===== src/rtl/hls_deadlock_axis_stall_detector.sv =====
// hls_deadlock_axis_stall_detector
//
// Watches a set of AXIS channel taps and flags a channel as blocked once it
// has been stalled for STALL_THRESH consecutive cycles. A channel is stalled
// when exactly one side of its handshake is up (valid without ready, or ready
// without valid) while the owning instance is not idle. Newly blocked
// channels produce a timestamped report record on a valid/ready output.
//
// Handshake (report output): a record is transferred on a rising clock edge
// where rpt_valid and rpt_ready are both 1. Once rpt_valid is raised it stays
// high, and rpt_mask/rpt_time stay stable, until that transfer happens.
// rpt_ovf may go from 0 to 1 while pending, to note lost block events.
//
// Ports:
//   clock, reset       rising-edge clock; synchronous active-high reset
//   ch_tvalid/tready   per-channel AXIS handshake taps
//   inst_idle          per-channel idle flag of the owning instance
//   axis_block_sigs    per-channel blocked flag (registered)
//   rpt_valid/ready    report record handshake
//   rpt_mask           blocked-channel snapshot at capture time
//   rpt_time           free-running timestamp at capture time
//   rpt_ovf            further block events arrived while record pending
//   dbg_state          report FSM state (0 = EMPTY, 1 = PENDING)
module hls_deadlock_axis_stall_detector #(
   parameter int NUM_CH       = 7,
   parameter int STALL_THRESH = 1024,
   parameter int CNT_W        = 16
) (
   input  logic              clock,
   input  logic              reset,
   input  logic [NUM_CH-1:0] ch_tvalid,
   input  logic [NUM_CH-1:0] ch_tready,
   input  logic [NUM_CH-1:0] inst_idle,
   output logic [NUM_CH-1:0] axis_block_sigs,
   output logic              rpt_valid,
   input  logic              rpt_ready,
   output logic [NUM_CH-1:0] rpt_mask,
   output logic [31:0]       rpt_time,
   output logic              rpt_ovf,
   output logic              dbg_state
);

   localparam logic [CNT_W-1:0] THRESH = CNT_W'(STALL_THRESH);

   typedef enum logic {
      EMPTY   = 1'b0,
      PENDING = 1'b1
   } rpt_state_t;

   logic [NUM_CH-1:0] stall;
   logic [CNT_W-1:0]  cnt_q [NUM_CH];
   logic [CNT_W-1:0]  cnt_d [NUM_CH];
   logic [31:0]       timestamp_q, timestamp_d;
   logic [NUM_CH-1:0] prev_block_q;
   logic [NUM_CH-1:0] rise;
   rpt_state_t        state_q, state_d;
   logic [NUM_CH-1:0] rpt_mask_q, rpt_mask_d;
   logic [31:0]       rpt_time_q, rpt_time_d;
   logic              rpt_ovf_q, rpt_ovf_d;

   // Per-channel stall counters: count up while stalled and hold at the
   // threshold; any non-stall cycle (transfer, quiet or idle) restarts them.
   always_comb begin
      stall = (ch_tvalid ^ ch_tready) & ~inst_idle;
      for (int i = 0; i < NUM_CH; i++) begin
         cnt_d[i] = '0;
         if (stall[i]) begin
            cnt_d[i] = (cnt_q[i] == THRESH) ? cnt_q[i] : cnt_q[i] + 1'b1;
         end
      end
   end

   // Block flags decode only the counter registers, so there is no path
   // from the channel taps to this output within a cycle.
   always_comb begin
      axis_block_sigs = '0;
      for (int i = 0; i < NUM_CH; i++) begin
         axis_block_sigs[i] = (cnt_q[i] == THRESH);
      end
   end

   assign timestamp_d = timestamp_q + 32'd1;
   assign rise        = axis_block_sigs & ~prev_block_q;

   // Report FSM next-state. An acceptance coinciding with a new rise
   // replaces the record directly so no event is dropped.
   always_comb begin
      state_d    = state_q;
      rpt_mask_d = rpt_mask_q;
      rpt_time_d = rpt_time_q;
      rpt_ovf_d  = rpt_ovf_q;
      case (state_q)
         EMPTY: begin
            if (|rise) begin
               rpt_mask_d = axis_block_sigs;
               rpt_time_d = timestamp_q;
               rpt_ovf_d  = 1'b0;
               state_d    = PENDING;
            end
         end
         PENDING: begin
            if (rpt_ready) begin
               if (|rise) begin
                  rpt_mask_d = axis_block_sigs;
                  rpt_time_d = timestamp_q;
                  rpt_ovf_d  = 1'b0;
               end else begin
                  state_d = EMPTY;
               end
            end else if (|rise) begin
               rpt_ovf_d = 1'b1;
            end
         end
         default: state_d = EMPTY;
      endcase
   end

   always_ff @(posedge clock) begin
      if (reset) begin
         for (int i = 0; i < NUM_CH; i++) begin
            cnt_q[i] <= '0;
         end
         timestamp_q  <= '0;
         prev_block_q <= '0;
         state_q      <= EMPTY;
         rpt_mask_q   <= '0;
         rpt_time_q   <= '0;
         rpt_ovf_q    <= 1'b0;
      end else begin
         for (int i = 0; i < NUM_CH; i++) begin
            cnt_q[i] <= cnt_d[i];
         end
         timestamp_q  <= timestamp_d;
         prev_block_q <= axis_block_sigs;
         state_q      <= state_d;
         rpt_mask_q   <= rpt_mask_d;
         rpt_time_q   <= rpt_time_d;
         rpt_ovf_q    <= rpt_ovf_d;
      end
   end

   assign rpt_valid = (state_q == PENDING);
   assign rpt_mask  = rpt_mask_q;
   assign rpt_time  = rpt_time_q;
   assign rpt_ovf   = rpt_ovf_q;
   assign dbg_state = state_q;

endmodule


===== config.mk =====
export PLATFORM = sky130hd
export DESIGN_NAME = hls_deadlock_axis_stall_detector
export DESIGN_NICKNAME = d
export VERILOG_FILES = /design/src/rtl/hls_deadlock_axis_stall_detector.sv
export SDC_FILE = /design/constraint.sdc
export NUM_CORES = 1
export LEC_CHECK = 0
export CAP_MARGIN = 20
export CORE_MARGIN = 5
export CORE_UTILIZATION = 60
export CTS_BUF_LIST = sky130_fd_sc_hd__clkbuf_2
export CTS_CLUSTER_DIAMETER = 30
export DETAILED_ROUTE_END_ITERATION = 16
export PLACE_DENSITY = 0.82
export RECOVER_POWER = 100
export SLEW_MARGIN = 15
export SYNTH_ARGS = -nofsm -noshare
export SYNTH_HDL_FRONTEND = slang
export SYNTH_SLANG_ARGS = --single-unit

===== constraint.sdc =====
create_clock -name clock -period 2.91 [get_ports clock]
set_input_delay 0.7275 -clock clock [delete_from_list [all_inputs] [get_ports clock]]
set_output_delay 0.7275 -clock clock [all_outputs]
set_load 0.01 [all_outputs]

==> summary.txt <==
CTS
  • Clk slew on worst S/H paths: 320 ps
  • Num CTS Buffers: 17
  • CTS Sinks: 192
  • CTS tree: done
  • H-tree depth: 4
  • Maximum clock path buffer count: 2
  • Post-CTS Hold Buffers: 0
  • CTS root buf: clkbuf_2
  • Clk_lat worst skew: 790 ps

Drt
  • Final wirelength: 19010 um
  • Number of DRC markers in iteration 0: 530
  • Antenna-violating nets left: 0
  • Number of iterations in the first detailed-routing pass: 5
  • Wire per inst: 14.67 um
  • DR vias: 7342
  • DRC errors left: 0
  • Drt via density: 5.665

Floorplan
  • FP Rows: 44
  • Die Ht: 131.1 um
  • Die X: 131.1 um
  • I/O pin cnt: 73
  • Die area: 17180 sq um
  • Core region area: 14480 sq um
  • Initial core utilization: 60.76%

STA
  • Fin. Hold Viols: 0
  • Setup violators final: 0
  • Fmax: 354.2 MHz
  • Tmin final: 2823 ps
  • Setup ws final: 87.03 ps
  • Worst Max-Slew Pin Slew: 641.8 ps
  • Final worst-path cycle share: 97.01%
  • Unrepaired setup endpoints after global routing: yes
  • Slew Limit Fails: 0
  • Clk_skew: 59.64 ps
  • Hold WS: 358.3 ps
  • Worst rel slew slack: 56.82%

Synth
  • Syn Area/Cell: 8.745 sq um
  • Post-Syn Area: 8797 sq um
  • Seq cells post-synth: 192
  • Post-synth top flop: dfxtp_1
  • Cells after Synth: 1006
  • Net Count, Synth: 1045
  • Yosys Warn Count: 0
  • Sequential share of the synthesized area: 43.69%
  • Number of flops mapped to enable cells by yosys: 0
  • Post-synth cell types: 39
  • Asr flop ratio synth: 0%

Setup path
  • R2R setup slack: 160 ps
  • Crit-path max FO: 2
  • Startpoint Class: flop
  • Crit Path Category: flop to output port
  • CP Data Required Time: 2180 ps
  • CP Capture Type: output port
  • CP Data Arrival Time: 2100 ps

Cells and area
  • Post-route cell area: 10340 sq um
  • Share of cells above drive strength 1: 12.06%
  • Finished Layout Cells: 1296
  • Area grow syn2layout: 17.51%
  • FILL cells: 1104
  • Nets@finish: 1137

Global routing
  • Initial antenna violation count: 1
  • Vias in the first global route: 6843
  • Largest net degree at the start of global routing: 50
  • GR Overflow Total: 0
  • GRT Overall Usage: 22.74%
  • First-pass GRT wire length: 31770 um

Power and ir drop
  • Sequential share of power: 64.2%
  • Psw: 1.068 mW
  • Combinational share of power: 4.2%
  • PD cells: 400.7 nW/um^2
  • Pwr Total: 4.143 mW
  • VDD IR max: 0.3010 mV
  • Clock share of power: 31.6%
  • Internal power: 3.075 mW
  • Leak Pwr: 3.450 nW
  • Sw frac: 25.78%

Placed design
  • Worst slack, placed: 245.4 ps
  • Routability Congestion: 0.8078
  • Dpl cell area: 9687 sq um
  • Placed cell count: 1234
  • HPWL Detailed: 12470 um
  • PortBufs: 72

Run
  • Max_cap viols: 0

Worst hold path
  • HP Class: input pin to flop

Outcome
  • Status: finished, final reports clean
==> cells in the final DEF, fill, tap and decap left out, drive strengths merged, types with 15 or more instances in the layout <==
cell | netlist | routed
nand3 | 61 | 61
o21ai | 20 | 20
dfxtp | 192 | 192
a21oi | 34 | 34
and3 | 24 | 24
nor4b | 17 | 17
or3 | 29 | 29
nand4 | 32 | 32
ha | 15 | 15
nor2 | 141 | 141
buf | 7 | 44
nor4 | 29 | 29
clkdlybuf4s50 | 0 | 63
nor3 | 31 | 31
clkbuf | 33 | 22
inv | 38 | 46
mux2i | 33 | 33
xnor2 | 65 | 65
nand2 | 36 | 36
xor2 | 50 | 50
nand2b | 70 | 70
==> cell type report <==
type                       count  area (sq um)  share of cell area, %
inverter                      38         145.1                  1.404
tap                          184         230.2                  2.227
multi-input combinational    736          4831                  46.73
timing repair buffer         113          1022                  9.889
antenna                        1         2.502                0.02421
sequential                   192          3876                  37.50
clock buffer                  17         85.08                 0.8230
clock inverter                15         145.1                  1.404
==> metrics by stage <==
| stage | TNS (ps) | util, % |
|---|---|---|
| floorplan | 0 | - |
| global placement | 0 | 66.90 |
| detailed placement | 0 | 66.90 |
| CTS | -397.7 | 70.83 |
| global route | -166.5 | 71.40 |
| finish | 0 | 71.40 |
==> power groups by stage <==
stage                     Combinational [mW]  Sequential [mW]  Clock (mW)
final                                  0.174             2.66        1.31
after global routing                   0.189             2.66        1.45
after CTS                              0.165             2.66        1.33
after detailed placement               0.147             2.71           0
after global placement                 0.145             2.71           0
after floorplan                       0.0959             2.71           0
==> cells in the mapped netlist, drive strengths merged, types with 8 or more instances <==
cell type  instances  area [sq um]
nor2             141         529.3
dfxtp            192          3844
nor4              29         181.4
ha                15         187.7
mux2i             33         330.3
nand4             32         200.2
nand3             61         305.3
inv               38         142.6
nand2             36         135.1
xnor2             65         569.3
or3               29         181.4
clkbuf            33         123.9
xor2              50         437.9
nor3              31         155.2
a21oi             34         173.9
nor2b             10         62.56
nor4b             17         148.9
and3              24         150.1
o21ai             20         100.1
nand2b            70         437.9
nor3b              8         60.06
==> cell families (layout without fill, tap and decap cells) <==
| group | Yosys count | count (layout) | synth area share [%] |
|---|---|---|---|
| simple gates | 507 | 507 | 30.71 |
| flops | 192 | 192 | 43.69 |
| xor+xnor | 115 | 115 | 11.45 |
| buf+inv | 78 | 183 | 3.684 |
| compound gates | 59 | 59 | 3.684 |
| mux | 40 | 40 | 4.651 |
| fa+ha+maj | 15 | 15 | 2.133 |
| other cells | 0 | 1 | 0 |
==> flip-flops by register name, summed over array words and instances (netlist names) <==
signal        cells
cnt_q           112
rpt_ovf           1
dbg_state         1
timestamp_q      32
rpt_mask          7
prev_block_q      7
rpt_time         32
==> worst max-delay path: stages (launching register included) <==
cell     delay, ps
dfxtp_2        390
inv_2           70
ha_4           130
nor4b_4        190
nand4_1        180
buf_4          190
inv_2           60
buf_6           90
==> path summary, 6_finish.rpt <==
check,start,endpoint,depth (start not counted)
hold reg to reg,rpt_time[7]$_SDFFE_PP0P_,rpt_time[7]$_SDFFE_PP0P_,2
setup / recovery,cnt_q[4][1]$_SDFFE_PP0P_,axis_block_sigs[4],7
setup reg to reg,cnt_q[4][1]$_SDFFE_PP0P_,cnt_q[4][0]$_SDFFE_PP0P_,17
hold / removal,reset,timestamp_q[8]$_SDFF_PP0_,2
==> layer usage <==
metal	wire length, um	track usage, %	vias to the layer above
met2	9201	37.63	161
met5	0	0	-
met3	877	5.632	40
met1	8477	29.10	3507
met4	458	7.683	0
li1	-	-	3634
==> what timing repair did <==
action | 4_1_cts | 5_1_grt
endpoints found under the setup margin | 7 | 11
pin swaps | 4 | 10
buffers inserted | 29 | 6
gates resized for setup | 46 | 36
endpoints found under the hold margin | 0 | 0
Power figures use the tool's default switching activity.
